File: src/rtl/mem_arbiter_3p.sv
// mem_arbiter_3p
//   Three-port arbiter and access sequencer for a shared single-port
//   32-bit x 64Ki-word memory (asynchronous read, write on falling edge).
//   Port 0 = loader/debug (absolute priority), port 1 = CPU data,
//   port 2 = CPU instruction fetch (ports 1/2 round-robin on ties).
//   One request accepted per cycle, executed the next cycle through a
//   registered address/write stage, read data returned one cycle later.
//
// Ports
//   clk, reset_n              clock, asynchronous active-low reset
//   pN_req/we/addr/wdata      port N request fields, held until granted
//   pN_gnt                    combinational accept (transfer on req & gnt)
//   pN_rvalid                 registered, rdata holds port N's read result
//   rdata                     registered read data shared by all ports
//   mem_address/data_in/write registered memory drive
//   mem_data_out              asynchronous memory read data
module mem_arbiter_3p #(
  parameter int unsigned BITS_DATA = 32,
  parameter int unsigned BITS_ADDR = 16
) (
  input  logic                 clk,
  input  logic                 reset_n,

  input  logic                 p0_req,
  input  logic                 p0_we,
  input  logic [BITS_ADDR-1:0] p0_addr,
  input  logic [BITS_DATA-1:0] p0_wdata,
  output logic                 p0_gnt,
  output logic                 p0_rvalid,

  input  logic                 p1_req,
  input  logic                 p1_we,
  input  logic [BITS_ADDR-1:0] p1_addr,
  input  logic [BITS_DATA-1:0] p1_wdata,
  output logic                 p1_gnt,
  output logic                 p1_rvalid,

  input  logic                 p2_req,
  input  logic                 p2_we,
  input  logic [BITS_ADDR-1:0] p2_addr,
  input  logic [BITS_DATA-1:0] p2_wdata,
  output logic                 p2_gnt,
  output logic                 p2_rvalid,

  output logic [BITS_DATA-1:0] rdata,

  output logic [BITS_ADDR-1:0] mem_address,
  output logic [BITS_DATA-1:0] mem_data_in,
  output logic                 mem_write,
  input  logic [BITS_DATA-1:0] mem_data_out
);

  typedef enum logic [1:0] {
    PORT0 = 2'd0,
    PORT1 = 2'd1,
    PORT2 = 2'd2
  } port_e;

  // Arbitration results
  port_e                win;
  logic                 accept;
  logic                 win_we;
  logic [BITS_ADDR-1:0] win_addr;
  logic [BITS_DATA-1:0] win_wdata;

  // State
  port_e                rr_last_q,   rr_last_d;
  logic                 ex_valid_q,  ex_valid_d;
  port_e                ex_port_q,   ex_port_d;
  logic [BITS_ADDR-1:0] mem_addr_q,  mem_addr_d;
  logic [BITS_DATA-1:0] mem_wdat_q,  mem_wdat_d;
  logic                 mem_write_q, mem_write_d;
  logic [BITS_DATA-1:0] rdata_q,     rdata_d;
  logic [2:0]           rvalid_q,    rvalid_d;

  logic                 rd_fire;

  // Port 0 always wins; a 1/2 tie goes to the port that was not served last.
  // rr_last only ever holds PORT1 or PORT2.
  always_comb begin
    p0_gnt = 1'b0;
    p1_gnt = 1'b0;
    p2_gnt = 1'b0;
    win    = PORT0;
    accept = 1'b0;
    if (reset_n) begin
      if (p0_req) begin
        p0_gnt = 1'b1;
        win    = PORT0;
        accept = 1'b1;
      end else if (p1_req && (!p2_req || rr_last_q != PORT1)) begin
        p1_gnt = 1'b1;
        win    = PORT1;
        accept = 1'b1;
      end else if (p2_req) begin
        p2_gnt = 1'b1;
        win    = PORT2;
        accept = 1'b1;
      end
    end
  end

  always_comb begin
    win_we    = p0_we;
    win_addr  = p0_addr;
    win_wdata = p0_wdata;
    case (win)
      PORT1: begin
        win_we    = p1_we;
        win_addr  = p1_addr;
        win_wdata = p1_wdata;
      end
      PORT2: begin
        win_we    = p2_we;
        win_addr  = p2_addr;
        win_wdata = p2_wdata;
      end
      default: ;
    endcase
  end

  always_comb begin
    rr_last_d   = rr_last_q;
    ex_valid_d  = accept;
    ex_port_d   = ex_port_q;
    mem_addr_d  = mem_addr_q;
    mem_wdat_d  = mem_wdat_q;
    mem_write_d = 1'b0;
    rdata_d     = rdata_q;
    rvalid_d    = '0;

    if (accept) begin
      ex_port_d   = win;
      mem_addr_d  = win_addr;
      mem_wdat_d  = win_wdata;
      mem_write_d = win_we;
      if (win != PORT0) rr_last_d = win;
    end

    // Read return: memory was addressed during the execute cycle.
    rd_fire = ex_valid_q && !mem_write_q;
    if (rd_fire) begin
      rdata_d = mem_data_out;
      case (ex_port_q)
        PORT0:   rvalid_d[0] = 1'b1;
        PORT1:   rvalid_d[1] = 1'b1;
        PORT2:   rvalid_d[2] = 1'b1;
        default: ;
      endcase
    end
  end

  // Asynchronous reset clears mem_write at once, aborting a write that has
  // not yet reached its falling edge.
  always_ff @(posedge clk or negedge reset_n) begin
    if (!reset_n) begin
      rr_last_q   <= PORT2;
      ex_valid_q  <= 1'b0;
      ex_port_q   <= PORT0;
      mem_addr_q  <= '0;
      mem_wdat_q  <= '0;
      mem_write_q <= 1'b0;
      rdata_q     <= '0;
      rvalid_q    <= '0;
    end else begin
      rr_last_q   <= rr_last_d;
      ex_valid_q  <= ex_valid_d;
      ex_port_q   <= ex_port_d;
      mem_addr_q  <= mem_addr_d;
      mem_wdat_q  <= mem_wdat_d;
      mem_write_q <= mem_write_d;
      rdata_q     <= rdata_d;
      rvalid_q    <= rvalid_d;
    end
  end

  assign mem_address = mem_addr_q;
  assign mem_data_in = mem_wdat_q;
  assign mem_write   = mem_write_q;
  assign rdata       = rdata_q;
  assign p0_rvalid   = rvalid_q[0];
  assign p1_rvalid   = rvalid_q[1];
  assign p2_rvalid   = rvalid_q[2];

endmodule
File: config.mk
export PLATFORM = sky130hd
export DESIGN_NAME = mem_arbiter_3p
export DESIGN_NICKNAME = d
export VERILOG_FILES = /design/src/rtl/mem_arbiter_3p.sv
export SDC_FILE = /design/constraint.sdc
export NUM_CORES = 1
export LEC_CHECK = 0
export ABC_AREA = 0
export CAP_MARGIN = 20
export CELL_PAD_IN_SITES_DETAIL_PLACEMENT = 0
export CELL_PAD_IN_SITES_GLOBAL_PLACEMENT = 1
export CORE_MARGIN = 4
export CORE_UTILIZATION = 45
export CTS_BUF_LIST = sky130_fd_sc_hd__clkbuf_4 sky130_fd_sc_hd__clkbuf_8 sky130_fd_sc_hd__clkbuf_16
export CTS_CLUSTER_SIZE = 24
export DETAILED_ROUTE_END_ITERATION = 10
export DONT_BUFFER_PORTS = 1
export PLACE_DENSITY_LB_ADDON = 0.1
export REMOVE_ABC_BUFFERS = 1
export SYNTH_ARGS = -nofsm -noshare
export SYNTH_HDL_FRONTEND = slang
export SYNTH_SLANG_ARGS = --single-unit
File: constraint.sdc
create_clock -name clk -period 6.2 [get_ports clk]
set_input_delay 1.24 -clock clk [delete_from_list [all_inputs] [get_ports clk]]
set_output_delay 1.24 -clock clk [all_outputs]
set_load 0.01 [all_outputs]
# Word level (Yosys, flattened, before mapping)
# Index checks and enable logic that the tools add are counted.
[classes]
n_mux = 24
n_reduce_logical = 8
eq_ne = 5
[ops]
columns = ["cell", "n"]
rows = [
  ["$pmux 32 s2", 1],
  ["$pmux 16 s2", 1],
  ["$mux 1", 16],
  ["$mux 2", 4],
  ["$eq 2x1->1 const B", 2],
  ["$eq 2x2->1 const B", 2],
  ["$mux 3", 1],
  ["$logic_and 1x1->1", 2],
  ["$logic_not 1->1", 2],
  ["$logic_not 2->1", 1],
  ["$ne 2x1->1 const B", 1],
  ["$pmux 1 s2", 1],
  ["$reduce_and 2->1", 1],
  ["$reduce_bool 2->1", 1],
  ["$logic_or 1x1->1", 1],
]
[word_totals]
ff_bits = 89
out_inout_bits = 87
elab_cells = 45

# Depth between registers and ports, before layout
# Gate-level depths: netlist of the first run.
[logic_depth]
word_depth = 9
depth_mapped = 9

# Least setup slack after synthesis of the first run
# Ideal clock, no wire load.
[synth_timing]
kind = "input-to-reg"
startpoint = "input p0_req"
endpoint = "register mem_wdat_q[10], in the netlist mem_data_in[10]"
setup_slack_ns = 3.190
path_stages = 9
arrival_time_ns = 2.881
n_path_buf = 3
cell_sequence = "nand3b_1 > a21oi_1 > inv_1 > ha_1 > buf_2 > buf_4 > buf_2 > a221oi_1 > o31ai_1"
[synth_between]
elab_chain_len = 4
elab_cells_between_ends = 7
classes_between = "2 x eq/ne; 5 x mux"
[synth_rtl]
columns = ["element", "line_no", "source"]
rows = [
  ["start: declaration", "24", "input logic p0_req,"],
  ["$mux 2", "87", "if (p0_req) begin"],
  ["$mux 2", "86", "if (reset_n) begin"],
  ["$eq 2x2->1 or $eq 2x1->1 (tied branches)", "107", "case (win)"],
  ["$pmux 32 s2", "107", ""],
  ["end signal: assignment", "170", "mem_wdat_q <= mem_wdat_d;"],
  ["end: declaration", "71", "logic [BITS_DATA-1:0] mem_wdat_q, mem_wdat_d;"],
]
# Parallel ways exist; a longest one is shown, timed or not.
# A chain may end at the register's enable or synchronous reset.

# Final worst setup path of the first run
[layout_timing]
startpoint = "input p0_req"
endpoint = "register mem_wdat_q[13], in the netlist mem_data_in[13]"
# Same word-level chain as after synthesis.

==> run metrics, run 1 <==
core area 9240 sq um; maximum root-to-sink buffer count 2; CTS resizes 0; setup TNS after final layout 0 ns; number of input and output port buffers inserted 0; global-route wire length before repair 18000 microns; Antenna Nets Post-Route 0; number of maximum-capacitance constraint violations 0; part of the power in registers 0.596; Via-to-Cell Ratio 5.88; Area growth, synth to finish 4.35%; Top FF cell, synth sky130_fd_sc_hd__dfrtp_1; routed wire length 11800 microns; leading cell types in the layout, fill and taps excluded sky130_fd_sc_hd__nand2_1 (146), sky130_fd_sc_hd__dfrtp_1 (88), sky130_fd_sc_hd__nor2b_1 (49), sky130_fd_sc_hd__a221oi_1 (49), sky130_fd_sc_hd__o31ai_1 (49); Final Net Count 608; number of setup buffers added after CTS 0; ordered cell list for the critical path nand3b_1, a21oi_1, inv_1, ha_2, buf_4, a221oi_1, o31ai_1; Post-Layout Cell Count 555; biggest cell delay along the critical path 0.73 ns; Max Fclk 290 MHz; startpoint type of the worst setup path primary input; switch share 0.313; instance count after placement with tap cells included 539; worst path setup slack after routing 2.75 ns; worst setup slack before clock tree synthesis 2.32 ns; met2 WL post-DR 6020 microns; internal power 0.878 mW; Leak 1.99 nW; Avg Synthesized Cell Area 9.54 sq um; number of buffers inserted during clock tree synthesis 9; pin count of the biggest net entering global routing 104; residual overflow from global routing 0; Filler cells 894; worst rel slew slack 0.348; Netlist cell types 23; DRC violations left 0; global placement routability congestion 0.739; clock tree from TritonCTS done; Finish-stage setup viols 0; required time of the critical path 6.45 ns; standard-cell row count 35; setup skew after layout 0.0153 ns; share of final-layout standard cells stronger than drive strength 1 0.0610; H-tree depth reported by CTS 3; part of the Yosys area used for sequential elements 0.524; final routed wire length divided by cell count 21.3 microns; number of hold buffers added after cts 0; overall die height 105 microns; power density cells 288 nW/um^2; number of enable-type register cells in the synthesized netlist 0; outcome complete, no violations; Async S/R FF share, synth 1.00; number of register bits inferred by synthesis 89; post-synth design cell area 4250 sq um; Root Buffer Master sky130_fd_sc_hd__clkbuf_8; met1 wire length 4250 microns; Yosys warning total 0; share of power burned in the clock network 0.282; number of cells on the worst reg-to-reg path 7; Pwr Total 1.28 mW; antenna violations before repair 0; Initial Util 0.460; CP arrival 3.70 ns; commonest non-fill, non-tap cell in the layout sky130_fd_sc_hd__nand2_1; number of failing hold endpoints at the final stage 0; type of the worst min-delay path flip-flop to flip-flop; master of the slowest instance on the critical path sky130_fd_sc_hd__ha_2; half-perimeter wire length after detailed placement 8490 microns; met3 WL post-DR 1320 microns; number of clock sinks 89; category of the most critical setup path primary input to flip-flop; Tcrit/Tclk final 0.556; die width 105 microns; Max Transition Viols Final 0; Net Switching 0.401 mW; combined global-route utilization of all metal layers 0.208; I/O Pins 271; peak supply drop 0.117 mV; time the final worst path needs with I/O delays and setup 3.45 ns; via count 3263; violation count after the first detailed-routing iteration 188; worst-skew pair later-pin latency 0.35 ns; via count of the first global-routing pass 3188; clock transition at the registers of the reported paths 0.09 ns; utilization after layout 0.480; setup repair after global routing missed its margin no; diodes inserted 0; post-synthesis instance total 446; floorplan die area 11100 sq um; critical-path maximum fanout 60; nature of the critical path endpoint flip-flop; number of iterations in the first detailed-routing pass 4; actual transition at the worst max-transition pin 0.979 ns; top layer in use met4; number of cells on the worst hold path 1; Logic pwr share 0.122
## worst max-delay path: cells and delay by family
family | cells | cell delay [ns]
AO/OA/AOI/OAI | 3 | 0.87
AND/OR/NAND/NOR | 1 | 0.13
buffers and inverters | 2 | 0.68
adder cells (fa/ha/maj) | 1 | 0.73
## power by group through the flow
stage	Clock (mW)	Combinational, mW	Sequential [mW]
2_1_floorplan	0	0.129	0.750
3_3_place_gp	0	0.150	0.776
3_5_place_dp	0	0.159	0.776
4_1_cts	0.375	0.159	0.765
5_1_grt	0.401	0.182	0.772
6_report	0.361	0.156	0.762
## worst paths after layout
path                                          start                     endpoint  slack (ns)
setup / recovery                             p0_req  mem_data_in[13]$_DFFE_PN0P_        2.75
hold / removal             ex_port_q[0]$_DFFE_PN0P_        rvalid_q[2]$_DFF_PN0_        0.49
setup reg to reg           rr_last_q[1]$_DFFE_PN1P_  mem_data_in[13]$_DFFE_PN0P_        3.15
hold reg to reg            ex_port_q[0]$_DFFE_PN0P_        rvalid_q[2]$_DFF_PN0_        0.49
max in group asynchronous                   reset_n     rr_last_q[1]$_DFFE_PN1P_        5.43
min in group asynchronous                   reset_n        rdata[26]$_DFFE_PN0P_        0.57
## cells in the mapped netlist, drive strengths merged, types with 2 or more instances
master	count	area share
ha	3	0.0088
buf	23	0.031
nor2b	50	0.074
inv	5	0.0044
a221oi	49	0.10
nand2	146	0.13
nor3b	2	0.0035
clkbuf	17	0.015
dfrtp	88	0.52
nand2b	2	0.0029
o31ai	50	0.091
nor3	2	0.0024
## final cells by class
type,instances,area (sq um),share of cell area
clock buffer,10,131,0.0296
clock inverter,6,43.8,0.00987
inverter,5,18.8,0.00423
multi-input combinational,312,1820,0.409
sequential,89,2230,0.502
tap,129,161,0.0364
timing repair buffer,4,37.5,0.00846
## cell families after synthesis
logic type / after synthesis / share of synthesized area
fa+ha+maj: 3 / 0.00883
compound gates: 103 / 0.199
buf+inv: 45 / 0.0506
flops: 89 / 0.524
mux: 1 / 0.00265
simple gates: 205 / 0.215
## layer usage
metal / up-vias / track usage
met2: 171 / 0.353
met4: 0 / 0.0647
met3: 19 / 0.0968
li1: 1513 / -
met1: 1560 / 0.231
met5: - / 0
## sequential cells by signal (all words and copies together), names as in the netlist
name / flops
rvalid_q: 3
ex_valid_q: 1
mem_address: 16
rr_last_q: 2
ex_port_q: 2
mem_data_in: 32
mem_write: 1
rdata: 32
## through the flow
stage                     area, sq um  hold WS (ns)
after floorplan                  4060         0.446
after global placement           4250         0.467
after detailed placement         4260         0.476
after CTS                        4440         0.490
after global routing             4440         0.502
final                            4440         0.489
(Power assumes the default switching activity.)
==> inputs of run 2 (changes only) <==
--- a/config.mk
+++ b/config.mk
@@ -10,7 +10,7 @@
 export CELL_PAD_IN_SITES_DETAIL_PLACEMENT = 0
 export CELL_PAD_IN_SITES_GLOBAL_PLACEMENT = 1
 export CORE_MARGIN = 4
-export CORE_UTILIZATION = 45
+export CORE_UTILIZATION = 44
 export CTS_BUF_LIST = sky130_fd_sc_hd__clkbuf_4 sky130_fd_sc_hd__clkbuf_8 sky130_fd_sc_hd__clkbuf_16
 export CTS_CLUSTER_SIZE = 24
 export DETAILED_ROUTE_END_ITERATION = 10
==> constraint.sdc (replaced) <==
create_clock -name clk -period 3.4 [get_ports clk]
set_input_delay 0.68 -clock clk [delete_from_list [all_inputs] [get_ports clk]]
set_output_delay 0.68 -clock clk [all_outputs]
set_load 0.01 [all_outputs]
==> run metrics, run 2 (synthesis gave the netlist of run 1 again) <==
number of maximum-capacitance constraint violations 0; outcome complete, no violations; placed inst area 4340 sq um; commonest non-fill, non-tap cell in the layout sky130_fd_sc_hd__nand2_1; clock transition at the registers of the reported paths 0.09 ns; Final Net Count 616; overall die height 106 microns; combined global-route utilization of all metal layers 0.214; antenna violations before repair 0; via count of the first global-routing pass 3197; worst rel slew slack 0.327; number of clock sinks 89; violation count after the first detailed-routing iteration 246; CP arrival 2.88 ns; number of buffers inserted during clock tree synthesis 9; setup TNS after final layout 0 ns; Finish-stage setup viols 0; diodes inserted 0; required time of the critical path 3.66 ns; via count 3275; die width 106 microns; setup skew after layout 0.0140 ns; Tcrit/Tclk final 0.773; Leak 2.06 nW; H-tree depth reported by CTS 3; instance count after placement with tap cells included 544; number of failing hold endpoints at the final stage 0; Logic pwr share 0.133; ordered cell list for the critical path nand2b_1, o2111ai_1, inv_1, ha_2, a221oi_1, o31ai_1; clock tree from TritonCTS done; nature of the critical path endpoint flip-flop; utilization after layout 0.491; master of the slowest instance on the critical path sky130_fd_sc_hd__ha_2; maximum root-to-sink buffer count 2; peak supply drop 0.185 mV; Initial Util 0.456; time the final worst path needs with I/O delays and setup 2.63 ns; DRC violations left 0; biggest cell delay along the critical path 0.87 ns; Post-Route Hold Slack 0.175 ns; worst-skew pair later-pin latency 0.35 ns; category of the most critical setup path flip-flop to flip-flop; leading cell types in the layout, fill and taps excluded sky130_fd_sc_hd__nand2_1 (146), sky130_fd_sc_hd__dfrtp_1 (88), sky130_fd_sc_hd__nor2b_1 (49), sky130_fd_sc_hd__a221oi_1 (49), sky130_fd_sc_hd__o31ai_1 (49); actual transition at the worst max-transition pin 1.01 ns; Via-to-Cell Ratio 5.82; core area 9330 sq um; Max Fclk 381 MHz; setup repair after global routing missed its margin no; standard-cell row count 35; Max Transition Viols Final 0; Area growth, synth to finish 7.71%; global-route wire length before repair 18700 microns; critical-path maximum fanout 49; I/O Pins 271; Net Switching 0.764 mW; Post-Layout Cell Count 563; share of final-layout standard cells stronger than drive strength 1 0.0737; Root Buffer Master sky130_fd_sc_hd__clkbuf_8; routed wire length 12500 microns; CTS resizes 0; share of power burned in the clock network 0.289; pin count of the biggest net entering global routing 69; number of iterations in the first detailed-routing pass 4; residual overflow from global routing 0; floorplan die area 11300 sq um; number of input and output port buffers inserted 0; part of the power in registers 0.578; startpoint type of the worst setup path flip-flop; switch share 0.317; cell area after layout 4580 sq um; power density cells 527 nW/um^2; Antenna Nets Post-Route 0; half-perimeter wire length after detailed placement 8780 microns; final routed wire length divided by cell count 22.2 microns; global placement routability congestion 0.752; type of the worst min-delay path primary input to async pin; internal power 1.65 mW
## run 2: metrics by stage
step	setup WS, ns	total power, mW
after floorplan	0.171	1.60
after global placement	0.746	1.71
after detailed placement	0.653	1.72
after CTS	0.736	2.44
after global routing	0.567	2.55
final	0.773	2.41
## run 2: area by class of cell
cell class                      instances  area, sq um
Sequential cell                        89         2230
Clock buffer                           11          151
Timing Repair Buffer                   12          165
Inverter                                5         18.8
Fill cell                             885         4750
Clock inverter                          5         38.8
Multi-Input combinational cell        312         1820
Tap cell                              129          161
## run 2: path summary, 6_finish.rpt
kind | from | to | slack [ns] | cells past startpoint
hold reg to reg | ex_port_q[1]$_DFFE_PN0P_ | rvalid_q[1]$_DFF_PN0_ | 0.48 | 1
min in group clk | mem_data_out[29] | rdata[29]$_DFFE_PN0P_ | 0.43 | 2
max in group asynchronous | reset_n | mem_data_in[2]$_DFFE_PN0P_ | 2.22 | 1
setup reg to reg | rr_last_q[1]$_DFFE_PN1P_ | mem_address[15]$_DFFE_PN0P_ | 0.77 | 6
setup / recovery | rr_last_q[1]$_DFFE_PN1P_ | mem_address[15]$_DFFE_PN0P_ | 0.77 | 6
hold / removal | reset_n | rr_last_q[1]$_DFFE_PN1P_ | 0.17 | 0
## run 2: metal layers
layer  part of all wire  routed length, microns  global-route usage  vias up
li1                   -                       -                   -     1530
met4              0.012                     156              0.0712        0
met1               0.37                    4650               0.254     1560
met3               0.11                    1380              0.0826       11
met2               0.50                    6290               0.355      174
met5                  0                       0                   0        -
## run 2: critical path: cells and delay by family, from the launching register on
kind	cells	cell delay (ns)
and+or+nand+nor	1	0.12
buffers and inverters	1	0.23
adders and majority gates	1	0.87
DFF	1	0.53
AOI/OAI and AO/OA	3	0.74
## run 2: timing repair
action | 4_1_cts | 5_1_grt
hold endpoints to repair | 68 | 0
hold buffers | 3 | 0
buffers inserted | 0 | 0
## run 2: power groups by stage
stage                     logic [mW]  registers, mW  clock network, mW
after global routing           0.376           1.41              0.760
after floorplan                0.234           1.37                  0
after CTS                      0.328           1.40              0.719
final                          0.322           1.39              0.698
after global placement         0.288           1.42                  0
after detailed placement       0.301           1.42                  0
==> inputs of run 3 (changes only) <==
--- a/config.mk
+++ b/config.mk
@@ -10,7 +10,7 @@
 export CELL_PAD_IN_SITES_DETAIL_PLACEMENT = 0
 export CELL_PAD_IN_SITES_GLOBAL_PLACEMENT = 1
 export CORE_MARGIN = 4
-export CORE_UTILIZATION = 44
+export CORE_UTILIZATION = 40
 export CTS_BUF_LIST = sky130_fd_sc_hd__clkbuf_4 sky130_fd_sc_hd__clkbuf_8 sky130_fd_sc_hd__clkbuf_16
 export CTS_CLUSTER_SIZE = 24
 export DETAILED_ROUTE_END_ITERATION = 10
==> constraint.sdc (replaced) <==
create_clock -name clk -period 2.3 [get_ports clk]
set_input_delay 0.46 -clock clk [delete_from_list [all_inputs] [get_ports clk]]
set_output_delay 0.46 -clock clk [all_outputs]
set_load 0.01 [all_outputs]
==> run metrics, run 3 (synthesis gave the netlist of run 1 again) <==
setup skew after layout 0.0103 ns; number of iterations in the first detailed-routing pass 5; critical-path maximum fanout 18; combined global-route utilization of all metal layers 0.194; Area growth, synth to finish 8.59%; core area 10300 sq um; half-perimeter wire length after detailed placement 9050 microns; leading cell types in the layout, fill and taps excluded sky130_fd_sc_hd__nand2_1 (146), sky130_fd_sc_hd__dfrtp_1 (88), sky130_fd_sc_hd__nor2b_1 (49), sky130_fd_sc_hd__a221oi_1 (49), sky130_fd_sc_hd__o31ai_1 (49); violation count after the first detailed-routing iteration 219; number of input and output port buffers inserted 0; commonest non-fill, non-tap cell in the layout sky130_fd_sc_hd__nand2_1; reg2reg end mem_address[15]$_DFFE_PN0P_; Final Net Count 620; start point of the critical path rr_last_q[1]$_DFFE_PN1P_; Max Transition Viols Final 0; type of the worst min-delay path primary input to async pin; worst rel slew slack 0.715; setup repair after global routing missed its margin no; Finish-stage setup viols 0; CTS resizes 0; antenna violations before repair 0; die width 111 microns; number of buffers inserted during clock tree synthesis 9; clock tree from TritonCTS done; residual overflow from global routing 0; pin count of the biggest net entering global routing 94; worst-skew pair later-pin latency 0.35 ns; required time of the critical path 2.54 ns; via count 3247; I/O Pins 271; number of clock sinks 89; nature of the critical path endpoint flip-flop; setup slack, reg-to-reg 0.25 ns; Max Fclk 489 MHz; peak supply drop 0.267 mV; CP arrival 2.29 ns; final routed wire length divided by cell count 21.4 microns; Tcrit/Tclk final 0.890; routed wire length 12300 microns; actual transition at the worst max-transition pin 0.428 ns; Root Buffer Master sky130_fd_sc_hd__clkbuf_8; floorplan die area 12300 sq um; diodes inserted 0; global placement routability congestion 0.765; time the final worst path needs with I/O delays and setup 2.05 ns; overall die height 111 microns; number of cells on the worst reg-to-reg path 7; share of final-layout standard cells stronger than drive strength 1 0.0868; outcome complete, but fails checks; number of setup buffers added after CTS 0; Post-Layout Cell Count 574; Initial Util 0.412; number of failing hold endpoints at the final stage 89; startpoint type of the worst setup path flip-flop; maximum root-to-sink buffer count 2; Antenna Nets Post-Route 0; power density cells 788 nW/um^2; Via-to-Cell Ratio 5.66; clock transition at the registers of the reported paths 0.09 ns; Leak 2.08 nW; DRC violations left 0; setup TNS after final layout 0 ns; category of the most critical setup path flip-flop to flip-flop; global-route wire length before repair 19300 microns; Post-Route Hold Slack -0.200 ns; standard-cell row count 37; via count of the first global-routing pass 3384; CP Capture Point mem_address[15]$_DFFE_PN0P_; H-tree depth reported by CTS 3; failing checks hold timing; startpoint of the lowest-slack register-to-register path rr_last_q[1]$_DFFE_PN1P_; instance count after placement with tap cells included 558; number of maximum-capacitance constraint violations 0
run 3: cell types whose count changed in the layout (fill, tap and decap cells not counted), sizes merged:
cell         before  now
buf              10   16
clkinv            3    1
dlygate4sd3       2    0
bufinv            0    1
clkinvlp          1    2
run 3: worst min-delay path by stage:
stage,endpoint,slack [ns],cells past startpoint
2_1_floorplan,ex_port_q[0]$_DFFE_PN0P_,0.16,0
3_3_place_gp,rdata[9]$_DFFE_PN0P_,0.17,0
3_5_place_dp,rdata[17]$_DFFE_PN0P_,0.17,0
4_1_cts,rdata[17]$_DFFE_PN0P_,-0.23,0
5_1_grt,rdata[17]$_DFFE_PN0P_,-0.24,0
6_report,rdata[17]$_DFFE_PN0P_,-0.20,0
run 3: report_power, final:
group	switching [mW]	total [mW]	leakage, nW	internal [mW]
logic	0.248	0.443	0.882	0.195
clock network	0.573	1.14	0.102	0.568
registers	0.275	2.06	1.10	1.78
run 3: final cells by class:
cell class / instances / area [sq um]
flip-flops and latches: 89 / 2230
clock inverters: 5 / 62.6
inverters: 5 / 18.8
clock buffers: 11 / 151
well taps: 136 / 170
multi-input cells: 312 / 1820
fillers: 1023 / 5710
repair buffers: 16 / 170
run 3: routing by layer:
layer,routed length [microns],GRT usage,vias up
li1,-,-,1535
met3,1430,0.0852,18
met4,226,0.0552,0
met2,5990,0.319,169
met5,0,0,-
met1,4620,0.233,1525
run 3: through the flow:
stage               instance area (sq um)  worst slack [ns]  utilization  total power [mW]
floorplan                            4060            -0.709            -              2.37
global placement                     4400             0.298        0.427              2.53
detailed placement                   4400             0.172        0.427              2.55
CTS                                  4620             0.202        0.447              3.70
global route                         4620            0.0375        0.447              3.85
finish                               4620             0.254        0.447              3.64
run 3: worst max-delay path: stages (launching register included):
cell and delay (ns):
sky130_fd_sc_hd__dfstp_2 0.38, sky130_fd_sc_hd__nand2b_1 0.15, sky130_fd_sc_hd__o2111ai_1 0.22, sky130_fd_sc_hd__inv_1 0.09, sky130_fd_sc_hd__ha_2 0.49, sky130_fd_sc_hd__buf_4 0.25, sky130_fd_sc_hd__a221oi_1 0.07, sky130_fd_sc_hd__o31ai_1 0.29
